### src/rtl/alu_disp_pkg.sv
// Shared types and constants for the ALU result display: FSM states,
// digit count and active-low gfedcba segment patterns.
package alu_disp_pkg;

    localparam int unsigned NUM_DIGITS = 3;
    localparam int unsigned DIGIT_W    = 4;
    localparam int unsigned SEG_W      = 7;
    localparam int unsigned Y_W        = 8;

    typedef enum logic [1:0] {
        IDLE   = 2'd0,
        CONV   = 2'd1,
        COMMIT = 2'd2
    } state_t;

    localparam logic [SEG_W-1:0] SEG_BLANK = 7'b1111111;
    localparam logic [SEG_W-1:0] SEG_E     = 7'b0000110;

    // Index by nibble; entries 10-15 show "E" so the decoder needs no range check.
    localparam logic [15:0][SEG_W-1:0] SEG_TABLE = {
        SEG_E, SEG_E, SEG_E, SEG_E, SEG_E, SEG_E,
        7'b0010000,   // 9
        7'b0000000,   // 8
        7'b1111000,   // 7
        7'b0000010,   // 6
        7'b0010010,   // 5
        7'b0011001,   // 4
        7'b0110000,   // 3
        7'b0100100,   // 2
        7'b1111001,   // 1
        7'b1000000    // 0
    };

endpackage

### src/rtl/alu_result_display_seg7_decode.sv
// Combinational nibble to active-low 7-segment decoder with blank override.
module seg7_decode
    import alu_disp_pkg::*;
(
    input  logic [DIGIT_W-1:0] digit,
    input  logic               blank,
    output logic [SEG_W-1:0]   seg_c
);

    // Blank wins over the digit pattern.
    always_comb begin
        seg_c = SEG_TABLE[digit];
        if (blank) begin
            seg_c = SEG_BLANK;
        end
    end

endmodule

### src/rtl/alu_result_display.sv
// Captures an ALU result, converts it to three BCD digits (shift-add-3, or
// direct unpack when s==2'b10) and scans them onto a 3-digit 7-segment display.
// Build option: define ALU_DISP_BLANK_EN to blank leading zeros.
module alu_result_display
    import alu_disp_pkg::*;
#(
    parameter int unsigned SCAN_DIV = 50000
)
(
    input  logic             clk,
    input  logic             rst_n,
    input  logic [Y_W-1:0]   y,
    input  logic [1:0]       s,
    input  logic             load,
    output logic             busy,
    output logic             done,
    output logic [2:0]       an,
    output logic [SEG_W-1:0] seg
);

    localparam int unsigned DIV_W  = (SCAN_DIV > 1) ? $clog2(SCAN_DIV) : 1;
    localparam int unsigned DISP_W = NUM_DIGITS * DIGIT_W;
    localparam int unsigned SR_W   = DISP_W + Y_W;

    state_t             state_q, state_d;
    logic [SR_W-1:0]    sr_q, sr_d, sr_adj, sr_shift;
    logic [2:0]         cnt_q, cnt_d;
    logic               bcd_q, bcd_d;
    logic [DISP_W-1:0]  disp_q, disp_d;
    logic               busy_d, done_d;

    logic [DIV_W-1:0]   div_q, div_d;
    logic [1:0]         idx_q, idx_d;
    logic [2:0]         an_d;
    logic [DIGIT_W-1:0] scan_digit;
    logic               scan_blank;
    logic [SEG_W-1:0]   scan_seg;

    // Conversion state and display register.
    always_ff @(posedge clk or negedge rst_n) begin
        if (!rst_n) begin
            state_q <= IDLE;
            sr_q    <= '0;
            cnt_q   <= '0;
            bcd_q   <= 1'b0;
            disp_q  <= '0;
            busy    <= 1'b0;
            done    <= 1'b0;
        end else begin
            state_q <= state_d;
            sr_q    <= sr_d;
            cnt_q   <= cnt_d;
            bcd_q   <= bcd_d;
            disp_q  <= disp_d;
            busy    <= busy_d;
            done    <= done_d;
        end
    end

    // Next-state, shift-add-3 step and commit of the finished digits.
    always_comb begin
        state_d = state_q;
        sr_d    = sr_q;
        cnt_d   = cnt_q;
        bcd_d   = bcd_q;
        disp_d  = disp_q;
        done_d  = 1'b0;

        sr_adj = sr_q;
        for (int i = 0; i < NUM_DIGITS; i++) begin
            if (sr_q[Y_W + DIGIT_W*i +: DIGIT_W] >= 4'd5) begin
                sr_adj[Y_W + DIGIT_W*i +: DIGIT_W] = sr_q[Y_W + DIGIT_W*i +: DIGIT_W] + 4'd3;
            end
        end
        // MSB after adjustment is always zero for an 8-bit operand.
        sr_shift = SR_W'({sr_adj, 1'b0});

        unique case (state_q)
            IDLE: begin
                if (load) begin
                    sr_d    = SR_W'(y);
                    bcd_d   = (s == 2'b10);
                    cnt_d   = '0;
                    state_d = CONV;
                end
            end
            CONV: begin
                if (bcd_q) begin
                    disp_d  = DISP_W'(sr_q[Y_W-1:0]);
                    state_d = COMMIT;
                    done_d  = 1'b1;
                end else begin
                    sr_d  = sr_shift;
                    cnt_d = cnt_q + 3'd1;
                    if (cnt_q == 3'd7) begin
                        disp_d  = sr_shift[SR_W-1:Y_W];
                        state_d = COMMIT;
                        done_d  = 1'b1;
                    end
                end
            end
            COMMIT: begin
                state_d = IDLE;
            end
            default: begin
                state_d = IDLE;
            end
        endcase

        busy_d = (state_d != IDLE);
    end

    // Free-running scan divider, digit index and registered an/seg.
    always_ff @(posedge clk or negedge rst_n) begin
        if (!rst_n) begin
            div_q <= '0;
            idx_q <= '0;
            an    <= 3'b110;
            seg   <= SEG_TABLE[0];
        end else begin
            div_q <= div_d;
            idx_q <= idx_d;
            an    <= an_d;
            seg   <= scan_seg;
        end
    end

    // Divider wrap advances the digit; select the digit and its blank flag.
    always_comb begin
        div_d = div_q + DIV_W'(1);
        idx_d = idx_q;
        if (div_q == DIV_W'(SCAN_DIV - 1)) begin
            div_d = '0;
            idx_d = (idx_q == 2'd2) ? 2'd0 : idx_q + 2'd1;
        end

        unique case (idx_d)
            2'd0: begin
                an_d       = 3'b110;
                scan_digit = disp_q[3:0];
            end
            2'd1: begin
                an_d       = 3'b101;
                scan_digit = disp_q[7:4];
            end
            default: begin
                an_d       = 3'b011;
                scan_digit = disp_q[11:8];
            end
        endcase

`ifdef ALU_DISP_BLANK_EN
        scan_blank = ((idx_d == 2'd2) && (disp_q[11:8] == 4'd0)) ||
                     ((idx_d == 2'd1) && (disp_q[11:4] == 8'd0));
`else
        scan_blank = 1'b0;
`endif
    end

    seg7_decode u_seg7_decode (
        .digit (scan_digit),
        .blank (scan_blank),
        .seg_c (scan_seg)
    );

endmodule

### config.mk
export PLATFORM = sky130hd
export DESIGN_NAME = alu_result_display
export DESIGN_NICKNAME = d
export VERILOG_FILES = /design/src/rtl/alu_disp_pkg.sv /design/src/rtl/alu_result_display_seg7_decode.sv /design/src/rtl/alu_result_display.sv
export SDC_FILE = /design/constraint.sdc
export NUM_CORES = 1
export LEC_CHECK = 0
export CAP_MARGIN = 20
export CORE_ASPECT_RATIO = 0.9
export CORE_MARGIN = 3
export CORE_UTILIZATION = 40
export CTS_CLUSTER_DIAMETER = 150
export DETAILED_ROUTE_END_ITERATION = 6
export HOLD_SLACK_MARGIN = 0.06
export MAX_ROUTING_LAYER = met4
export PLACE_DENSITY = 0.59
export SYNTH_ARGS = -nofsm -noshare
export SYNTH_HDL_FRONTEND = slang
export SYNTH_SLANG_ARGS = --single-unit
### constraint.sdc
create_clock -name clk -period 2.89 [get_ports clk]
set_input_delay 0.578 -clock clk [delete_from_list [all_inputs] [get_ports clk]]
set_output_delay 0.578 -clock clk [all_outputs]
set_load 0.02 [all_outputs]
Word level (Yosys, flattened, before mapping)
Memories as Yosys holds them, arrays and structs flattened. A register that Yosys moved wholly into a read port is not among the register bits.
Index checks and enable logic that the tools add are counted.
{ "word_totals": {"regBits": 61, "romBits": 112, "inputBits": 13, "output_inout_bits": 12, "elab_cells": 60, "mem_count": 1} }
{ "mem_list": {"columns": ["memory", "depth", "width", "read_ports", "rd_clocked_by_memory_dff", "write_ports", "line", "text"], "rows": [
  ["(no name shown)", 16, 7, 1, 1, 0, "alu_result_display_seg7_decode.sv:12", "seg_c = SEG_TABLE[digit];"]
]} }
{ "op_classes": {"n_addsub": 6, "n_lt_le_gt_ge": 3, "n_eq_ne": 8, "n_mux": 23, "n_reduce_logical": 9} }
{ "op_table": {"columns": ["operator", "count"], "rows": [
  ["20-bit 2-to-1 mux", 2],
  ["20-bit case mux with 2 select lines", 1],
  ["12-bit 2-to-1 mux", 2],
  ["16-bit by 1-bit adder with 16-bit output (second input constant)", 1],
  ["16-bit == test (second input constant)", 1],
  ["16-bit 2-to-1 mux", 1],
  ["4-bit by 3-bit >= comparator with 1-bit output (second input constant)", 3],
  ["3-bit case mux with 2 select lines", 2],
  ["2-bit 2-to-1 mux", 5],
  ["3-bit 2-to-1 mux", 3],
  ["4-bit by 2-bit adder with 4-bit output (second input constant)", 2],
  ["4-bit 2-to-1 mux", 2],
  ["4-bit case mux with 2 select lines", 1],
  ["2-bit nonzero test", 3],
  ["2-bit by 1-bit == test with 1-bit output (second input constant)", 2],
  ["2-bit == test (second input constant)", 2],
  ["2-bit zero test", 2],
  ["2-bit inequality test (second input constant)", 2],
  ["2-bit case mux with 2 select lines", 1],
  ["2-bit AND reduction", 2],
  ["3-bit by 1-bit adder with 3-bit output (second input constant)", 1],
  ["3-bit by 2-bit adder with 3-bit output (second input constant)", 1],
  ["3-bit == test (second input constant)", 1],
  ["1-bit 2-to-1 mux", 3],
  ["3 further kinds", 3]
]} }

Depth between registers and ports, before layout
Gate-level depths: netlist of run 1.
{ "depth": {"word_depth": 5, "mapped_depth": 10, "ltp_nobuf": 9} }

By module
Synthesis of run 1 repeated with hierarchy kept, for this count alone.
{ "hier_totals": {"hier_cells": 360, "hier_area_um2": 3489.6} }
{ "modules_own_cells": {"columns": ["module", "instances", "cells_per_inst", "area_per_inst_um2", "seq_area_each_um2"], "rows": [
  ["alu_result_display", 1, 328, 3268.1, 1705.4],
  ["seg7_decode", 1, 32, 221.5, 0.0]
]} }

Least setup slack after synthesis of run 1
OpenSTA, ideal clock, no wires.
{ "synth_path": {"path_kind": "register to register", "from": "register div_q[0]", "to": "register seg[4]", "setup_time_ns": 0.076, "arrival_ns": 2.314, "t_required_ns": 2.814, "slack_ns": 0.500, "path_stages_with_launch": 11, "n_path_buf": 1, "period_less_slack_ns": 2.390, "path_cell_list": "dfrtp_1 > ha_1 > and3_1 > and4_4 > buf_6 > and3_1 > nor4_4 > inv_2 > ha_1 > mux2_1 > o21ai_1"} }
{ "synth_via": {"elab_chain_len": 4, "elab_cells_between_ends": 5, "classes_between": "2 x eq/ne; 2 x mux; 1 x reduce/logical"} }
{ "synth_rtl": {"columns": ["item", "line", "text"], "rows": [
  ["start: declaration", "alu_result_display.sv:32", "logic [DIV_W-1:0] div_q, div_d;"],
  ["start signal: assignment", "alu_result_display.sv:121", "div_q <= div_d;"],
  ["16-bit == test (*)", "alu_result_display.sv:132", "if (div_q == DIV_W'(SCAN_DIV - 1)) begin"],
  ["2-bit 2-to-1 mux (*)", "alu_result_display.sv:132", null],
  ["2-bit by 1-bit == test with 1-bit output or 2-bit zero test (tied branches)", "alu_result_display.sv:137", "unique case (idx_d)"],
  ["4-bit case mux with 2 select lines (*)", "alu_result_display.sv:137", null],
  ["end: declaration", "alu_result_display.sv:18", "output logic [SEG_W-1:0] seg"]
]} }
Mark *: on every way between the ends. The rest lies on a longest branch, timed or not.
A chain may end at the register's enable or synchronous reset.

Worst setup path after layout of run 1
Same ends and word-level chain as after synthesis.

==> reports/metrics.yaml, run 1 <==
status: "finished, final reports clean"
ys.flop_type: "dfrtp_1"
fill_cells: 774
die_area_sq_um: 9840
synth_cell_types: 44
gp_congestion: 0.785
cts-resized-gates: 0
fp.dieH_microns: 94.4
hpwl_microns: 4720
cts_buffers: 9
powerDensity_nw_per_um2: 952
synth_edf_count: 0
skew_ns: 0.00884
first_global_vias: 2392
slowest_delay_ns: 0.45
syn_area_per_cell_sq_um: 9.59
post-cts-setup-buffers: 0
cp.required_ns: 3.16
async_flop_share_pct: 100
multi_input_area_sq_um: 1650
fin_cells: 509
cpMostUsedCell: "ha_1"
cts_tree: "yes"
crit_slowest_cell: "nor4_4"
cts_htree_levels: 3
synth_top_area_cell: "dfrtp_1"
crit_family: "simple AND/OR/NAND/NOR gates"
crit_fanout: 20
cts_root_buf: "clkbuf_8"
min_path_type: "in2async"
path_class: "reg2reg"
regArea_sq_um: 1710
drtAntennaViolNets: 0
drive_above_1_share_pct: 9.64
period_minus_slack_ns: 2.68
die_w_microns: 104
route.detailed.wl_per_inst_microns: 13.5
antenna_found_initial: 0
grt_overflow: 0
avgViaCountPerCell: 5.06
nNetsFinal: 416
tns_ns: 0
synthCells: 362
clkTransAtPathRegs_ns: 0.07
start_util_pct: 42.0
clk_latency_ns: 0.34
grt_pass1_wl_microns: 11600
placed_cells: 493
io_pins: 25
cts_hold_buf: 0
critPathLaunchType: "register"
yosysTopAreaCellShare_pct: 46.8
cts_buffer_depth: 2
ys_top_cells_by_count: "nand2_1, dfrtp_1, nor2_1, o21ai_0, a21oi_1"
cp-end-kind: "register"
rsz0062_at_grt: "false"
portBuffers: 24
synth_seq_cells: 68
synth_seq_area_share_pct: 49.1
reg2reg_from: "div_q[0]"
finalHoldViolations: 0
drt_iter0_drc: 150
rr_worst_depth: 9
worst-r2r-setup-slack_ns: 0.21
p_leak_nw: 1.77
cp.arrival_ns: 2.94
grtUsageTotal_pct: 15.3
synthesis.area_sq_um: 3470
n_antenna_cell: 0
slew_headroom_pct: 43.3
syn-num-nets: 389
clock-sinks: 68
timing.fmax_ghz: 0.374
path_cells: "ha_1 -> and3_1 -> and4_4 -> nor2_1 -> nor4_4 -> inv_2 -> ha_1 -> mux2_1 -> o21ai_1"
cp_num_buf_inv: 1
vdd_drop_max_uv: 387
rows: 31
coreArea_sq_um: 8260
num_vias: 2574
drcViolationCount: 0
drv_slew: 0
synth.most_common_cell: "nand2_1"
grt_max_degree: 69
yosys_warnings: 0
setup_violations: 0
timing.rr.end: "seg[4]"
synthTopCellsByArea: "dfrtp_1, nand2_1, ha_1, mux2i_1, o21ai_0"
tightest_slew_ns: 0.850
drt-total-wl_microns: 6860
first_pass_iters: 4
max_cap_violations: 0
area_growth_pct: 16.4
post-route-period-util_pct: 92.6
==> worst max-delay path by stage <==
| stage | depth (start not counted) | slack (ns) | start | endpoint |
|---|---|---|---|---|
| global route | 9 | 0.05 | div_q[0] | seg[4] |
| global placement | 9 | 0.35 | div_q[0] | seg[4] |
| finish | 9 | 0.21 | div_q[0] | seg[4] |
| detailed placement | 9 | 0.24 | div_q[0] | seg[4] |
| CTS | 9 | 0.21 | div_q[0] | seg[4] |
| floorplan | 10 | 0.50 | div_q[0] | seg[4] |
==> registers in the layout, indices dropped and copies added, names as in the netlist, 2 cells and up <==
register and cells:
div_q 16, seg 7, idx_q 2, state_q 2, sr_q 20, an 3
cnt_q 3, disp_q 12
==> cell usage in the layout, fill, tap and decap left out, types with 4 or more instances in the layout <==
cell type        Yosys  layout
ha_1                14      14
a21oi_1             22      22
nor3b_1              4       4
nor4bb_1             4       4
a31oi_1             10      10
nand2_1             69      69
nor2_1              27      27
o21ai_0             25      25
dfrtp_1             65      65
o21ai_1              4       4
nor3_1               4       4
buf_4                0       7
nand2b_1             6       6
clkdlybuf4s50_1      0      23
xnor2_1             10      10
xor2_1               6       6
clkbuf_8             0      11
mux2i_1             14      14
inv_1               11      11
nor2b_1              8       8
a22o_1               5       5
==> logic make-up (layout without fill, tap and decap cells) <==
group | Yosys count | count (layout) | share of synthesized area [%]
and+or+nand+nor | 142 | 142 | 20.2
AOI/OAI and AO/OA | 75 | 75 | 12.8
DFF | 68 | 68 | 49.1
buffers and inverters | 29 | 61 | 3.42
muxes | 18 | 18 | 5.44
xor gates and xnor gates | 16 | 16 | 4.04
adders and majority gates | 14 | 14 | 5.05
==> area by class of cell <==
class | instances | share of cell area (%)
clock buffers | 12 | 3.84
multi-input cells | 265 | 40.8
inverters | 14 | 1.30
repair buffers | 31 | 7.12
flip-flops and latches | 68 | 42.2
clock inverters | 4 | 1.18
well taps | 115 | 3.56
==> per-layer routing <==
layer  vias to the layer above  wire (microns)  track usage, %  share of wire (%)
li1                       1293               -               -                  -
met1                      1217            3360            19.9                 49
met2                        56            3010            23.4                 44
met3                         8             370            3.42                5.4
met4                         0             114            6.31                1.7
met5                         -               0               -                  0
==> stage by stage <==
stage	util, %	hold slack, ns	power (mW)	cell area, sq um	setup WS, ns
after detailed placement	46.4	0.490	3.08	3840	0.239
after global routing	48.9	0.500	4.17	4040	0.0526
after CTS	48.9	0.460	3.89	4040	0.206
final	48.9	0.433	3.84	4040	0.213
after floorplan	-	0.282	2.57	3470	0.500
after global placement	46.4	0.458	3.05	3840	0.350
==> report_power, final <==
group          internal, mW  switching [mW]
Clock                 0.443           0.350
Sequential             1.24           0.275
Combinational         0.671           0.863
(Power assumes the default switching activity.)
==> run 2, diff against run 1 <==
- CORE_UTILIZATION: 40 -> 53
- PLACE_DENSITY: 0.59 -> 0.77
- clock period: 2.89 -> 2.4 ns (I/O delays scaled with it)
==> reports/metrics.yaml, run 2 (synthesis results as in run 1) <==
drcViolationCount: 0  # unchanged
fp.dieH_microns: 82.8  # -12%
drv_slew: 0  # unchanged
crit_family: "simple AND/OR/NAND/NOR gates"
num_vias: 2656  # +3.2%
grtUsageTotal_pct: 20.8  # +5.4 points
final_common_cell: "nand2_1"
rsz0062_at_grt: "true"
n_antenna_cell: 0  # unchanged
setup_violations: 0  # unchanged
slowest_delay_ns: 0.44  # about the same
crit_fanout: 4  # -80%
slew_headroom_pct: 53.4  # +10 points
die_area_sq_um: 7560  # -23%
hpwl_microns: 4920  # +4.1%
grt_pass1_wl_microns: 11900  # +2.1%
cp-end-kind: "register"
reg2reg_from: "div_q[5]"
grt_max_degree: 44  # -36%
vdd_drop_max_uv: 722  # +87%
drt_iter0_drc: 174  # +16%
period_minus_slack_ns: 2.34  # -0.340 ns
clock-sinks: 68  # unchanged
largest-register: "sr_q"
worst-r2r-setup-slack_ns: 0.06  # -0.15 ns
layout_common_cells: "nand2_1, dfrtp_1, nor2_1, o21ai_0, clkdlybuf4s50_1"
finalHoldViolations: 0  # unchanged
die_w_microns: 91.3  # -12%
cts_buffer_depth: 2  # unchanged
gp_congestion: 0.868  # +11%
cts_hold_buf: 0  # unchanged
path_cells: "nor4b_4 -> buf_4 -> and4_4 -> mux2i_1 -> or3_4 -> inv_2 -> ha_2 -> mux2_1 -> o21ai_1"
start_util_pct: 55.9  # +14 points
whs_ns: 0.136  # -0.298 ns
path_class: "reg2reg"
fill_cells: 513  # -34%
portBuffers: 24  # unchanged
first_global_vias: 2591  # +8.3%
critPathLaunchType: "register"
p_leak_nw: 1.84  # +3.9%
drtAntennaViolNets: 0  # unchanged
cts_htree_levels: 3  # unchanged
post-route-period-util_pct: 97.4  # +4.8 points
drive_above_1_share_pct: 15.4  # +5.7 points
cp.required_ns: 2.66  # -0.50 ns
clkTransAtPathRegs_ns: 0.07  # about the same
grt_overflow: 0  # unchanged
cts_root_buf: "clkbuf_8"
min_path_type: "in2async"
timing.fmax_ghz: 0.428  # +15%
io_pins: 25  # unchanged
status: "finished, final reports clean"
place_area_sq_um: 3870  # +0.85%
route.detailed.wl_per_inst_microns: 14.3  # +6.1%
tightest_slew_ns: 0.696  # -0.153 ns
drt-total-wl_microns: 7110  # +3.6%
antenna_found_initial: 0  # unchanged
crit_slowest_cell: "dfrtp_2"
placed_cells: 474  # -3.9%
tns_ns: 0  # unchanged
first_pass_iters: 4  # unchanged
area_growth_pct: 20.4
timing.rr.end: "seg[4]"
reg_top3: "sr_q: 20 flops, div_q: 16 flops, disp_q: 12 flops"
skew_ns: 0.0119  # +0.00306 ns
coreArea_sq_um: 6220  # -25%
clk_latency_ns: 0.34  # about the same
nNetsFinal: 432  # +3.8%
finalInstanceArea_sq_um: 4180  # +3.5%
cp_num_buf_inv: 2  # +1
largest_reg_flops: 20  # unchanged
cts_buffers: 9  # unchanged
rows: 27  # -13%
powerDensity_nw_per_um2: 1110  # +17%
fin_cells: 497  # -2.4%
cts_tree: "yes"
rr_worst_depth: 9  # unchanged
max_cap_violations: 0  # unchanged
avgViaCountPerCell: 5.34  # +5.7%
cp.arrival_ns: 2.60  # -0.34 ns
[run 2: per-stage QoR]
step / total power, mW / util (%) / worst slack [ns]
2_1_floorplan: 3.10 / - / 0.0101
3_3_place_gp: 3.64 / 62.3 / 0.120
3_5_place_dp: 3.72 / 62.3 / -0.00883
4_1_cts: 4.56 / 66.0 / 0.00567
5_1_grt: 4.99 / 67.3 / -0.0487
6_report: 4.64 / 67.3 / 0.0623
[run 2: worst max-delay path by stage]
stage              to  startpoint  slack, ns  cells after the start
2_1_floorplan  seg[4]    div_q[0]       0.01                     10
3_3_place_gp   seg[4]    div_q[7]       0.12                      8
3_5_place_dp   seg[4]    div_q[7]     -0.009                      8
4_1_cts        seg[4]    div_q[7]      0.006                      8
5_1_grt        seg[2]    div_q[5]      -0.05                      7
6_report       seg[4]    div_q[5]       0.06                      9
[run 2: cell type report]
class                      count  area, sq um  share of cell area, %
sequential                    68         1710                   40.9
inverter                      14         52.6                   1.26
tap                           87          109                   2.60
timing repair buffer          46          400                   9.58
clock inverter                 2         12.5                  0.299
clock buffer                  14          163                   3.89
multi-input combinational    266         1730                   41.5
[run 2: report_power, final]
| part | internal, mW | total (mW) | leakage, nW | switching (mW) |
|---|---|---|---|---|
| sequential | 1.50 | 1.78 | 0.859 | 0.279 |
| combinational | 0.889 | 2.02 | 0.891 | 1.13 |
| clock | 0.431 | 0.836 | 0.0867 | 0.405 |
| total | 2.82 | 4.64 | 1.84 | 1.82 |
[run 2: metal layers]
| metal | track usage (%) | wire (microns) | vias to the layer above | part of all wire (%) |
|---|---|---|---|---|
| met4 | 9.04 | 68 | 0 | 0.96 |
| met2 | 33.4 | 3410 | 49 | 48 |
| met1 | 26.0 | 3380 | 1278 | 48 |
| met3 | 4.06 | 253 | 8 | 3.6 |
| li1 | - | - | 1321 | - |
| met5 | - | 0 | - | 0 |
[run 2: repair_timing]
action                     4_1_cts  5_1_grt
resized for setup                6       10
setup endpoints to repair        1        7
setup buffers                    1        5
pin swaps                        2        7
gates cloned                     1        0
==> run 3, diff against run 2 <==
--- a/config.mk
+++ b/config.mk
@@ -16,2 +16,3 @@
 export PLACE_DENSITY = 0.77
+export RECOVER_POWER = 25
 export SYNTH_ARGS = -nofsm -noshare
--- a/constraint.sdc
+++ b/constraint.sdc
@@ -3,2 +3,2 @@
 set_output_delay 0.48 -clock clk [all_outputs]
-set_load 0.02 [all_outputs]
+set_load 0.005 [all_outputs]
==> reports/metrics.yaml, run 3 (synthesis results as in run 1) <==
status: "finished, final reports clean"
startpoint: "div_q[5]"
clk_latency_ns: 0.34  # about the same
route.detailed.wl_per_inst_microns: 14.3  # about the same
worst-r2r-setup-slack_ns: 0.07  # about the same
drcViolationCount: 0  # unchanged
skew_ns: 0.0120  # +0.000106 ns
cp-end-kind: "register"
antenna_found_initial: 0  # unchanged
path_class: "reg2reg"
reg_top3: "sr_q: 20 flops, div_q: 16 flops, disp_q: 12 flops"
fin_cells: 497  # unchanged
cts_buffer_depth: 2  # unchanged
p_total_mw: 4.56  # -1.6%
grt_pass1_wl_microns: 11900  # unchanged
crit_slowest_cell: "dfrtp_2"
drt-total-wl_microns: 7120  # about the same
cp_num_buf_inv: 2  # unchanged
drt_iter0_drc: 180  # +3.4%
p_leak_nw: 1.83  # -0.38%
cts_root_buf: "clkbuf_8"
cp.required_ns: 2.66  # about the same
placed_cells: 474  # unchanged
fp.dieH_microns: 82.8  # unchanged
path_cells: "nor4b_4 -> buf_4 -> and4_4 -> mux2i_1 -> or3_4 -> inv_2 -> ha_2 -> mux2_1 -> o21ai_1"
reg2reg_from: "div_q[5]"
clock-sinks: 68  # unchanged
powerDensity_nw_per_um2: 1090  # -1.4%
portBuffers: 24  # unchanged
start_util_pct: 55.9  # unchanged
nNetsFinal: 432  # unchanged
timing.fmax_ghz: 0.430  # +0.47%
die_area_sq_um: 7560  # unchanged
fill_cells: 515  # +0.39%
clkTransAtPathRegs_ns: 0.07  # about the same
num_vias: 2651  # -0.19%
period_minus_slack_ns: 2.33  # -0.0110 ns
avgViaCountPerCell: 5.33  # -0.19%
die_w_microns: 91.3  # unchanged
tns_ns: 0  # unchanged
gp_congestion: 0.868  # unchanged
cts_tree: "yes"
slowest_delay_ns: 0.43  # about the same
layout_common_cells: "nand2_1, dfrtp_1, nor2_1, o21ai_0, clkdlybuf4s50_1"
grtUsageTotal_pct: 20.8  # unchanged
first_global_vias: 2591  # unchanged
largest_reg_flops: 20  # unchanged
tightest_slew_ns: 1.32  # +0.622 ns
finalHoldViolations: 0  # unchanged
crit_family: "simple AND/OR/NAND/NOR gates"
multi_input_area_sq_um: 1730  # unchanged
slew_headroom_pct: 12.1  # -41 points
vdd_drop_max_uv: 721  # -0.23%
utilization_pct: 67.1  # -0.12 points
final_common_cell: "nand2_1"
coreArea_sq_um: 6220  # unchanged
io_pins: 25  # unchanged
largest-register: "sr_q"
cts_htree_levels: 3  # unchanged
grt_overflow: 0  # unchanged
drv_slew: 0  # unchanged
grt_max_degree: 44  # unchanged
post-route-period-util_pct: 96.9  # -0.46 points
regArea_sq_um: 1710  # unchanged
min_path_type: "in2async"
drive_above_1_share_pct: 14.9  # -0.49 points
critPathLaunchType: "register"
rows: 27  # unchanged
crit_fanout: 4  # unchanged
first_pass_iters: 4  # unchanged
cts_buffers: 9  # unchanged
drtAntennaViolNets: 0  # unchanged
setup_violations: 0  # unchanged
hpwl_microns: 4920  # unchanged
cp.arrival_ns: 2.59  # about the same
n_antenna_cell: 0  # unchanged
rsz0062_at_grt: "true"
area_growth_pct: 20.2
max_cap_violations: 0  # unchanged
run 3: cell count changes in the layout (fill, tap and decap cells not counted), sizes merged:
cell	before	now
buf	23	20
clkbuf	14	17
run 3: area by class of cell:
type / instances / area share [%]
multi-input cells: 266 / 41.6
flip-flops and latches: 68 / 41.0
repair buffers: 46 / 9.42
clock buffers: 14 / 3.90
well taps: 87 / 2.61
inverters: 14 / 1.26
clock inverters: 2 / 0.300
run 3: worst register-to-register path: stages, from the launching register on:
cell and delay, ns:
dfrtp_2 0.43, nor4b_4 0.37, buf_4 0.18, and4_4 0.26
mux2i_1 0.21, or3_4 0.17, inv_2 0.06, ha_2 0.17
mux2_1 0.28, o21ai_1 0.12
run 3: metal layers:
layer / vias to the layer above / GRT usage [%] / wire length (microns) / part of all wire [%]
met5: - / - / 0 / 0
met4: 0 / 9.04 / 68 / 0.96
met3: 8 / 4.06 / 264 / 3.7
met2: 50 / 33.4 / 3420 / 48
met1: 1270 / 26.0 / 3360 / 47
li1: 1323 / - / - / -
run 3: final timing paths:
check | endpoint | cells after the start
hold reg to reg | div_q[0] | 1
min in group clk | div_q[0] | 1
setup reg to reg | seg[4] | 9
max in group asynchronous | state_q[1] | 2
hold / removal | div_q[9] | 2
setup / recovery | seg[4] | 9
run 3: repair_timing:
item	in CTS	in global routing
setup buffers	1	5
pin swaps	2	7
endpoints found under the hold margin	0	0
hold buffers	0	0
gates resized for setup	6	10
endpoints found under the setup margin	1	7
cloned	1	0
run 3: where the power goes:
part	internal (mW)	switching (mW)
combinational	0.886	1.06
sequential	1.50	0.279
clock	0.431	0.405
run 3: stage by stage:
step | worst slack (ns) | instance area (sq um) | hold WS [ns]
floorplan | 0.0101 | 3470 | 0.184
global placement | 0.120 | 3870 | 0.460
detailed placement | -0.00883 | 3870 | 0.479
CTS | 0.00567 | 4100 | 0.136
global route | -0.0487 | 4170 | 0.530
finish | 0.0732 | 4170 | 0.431
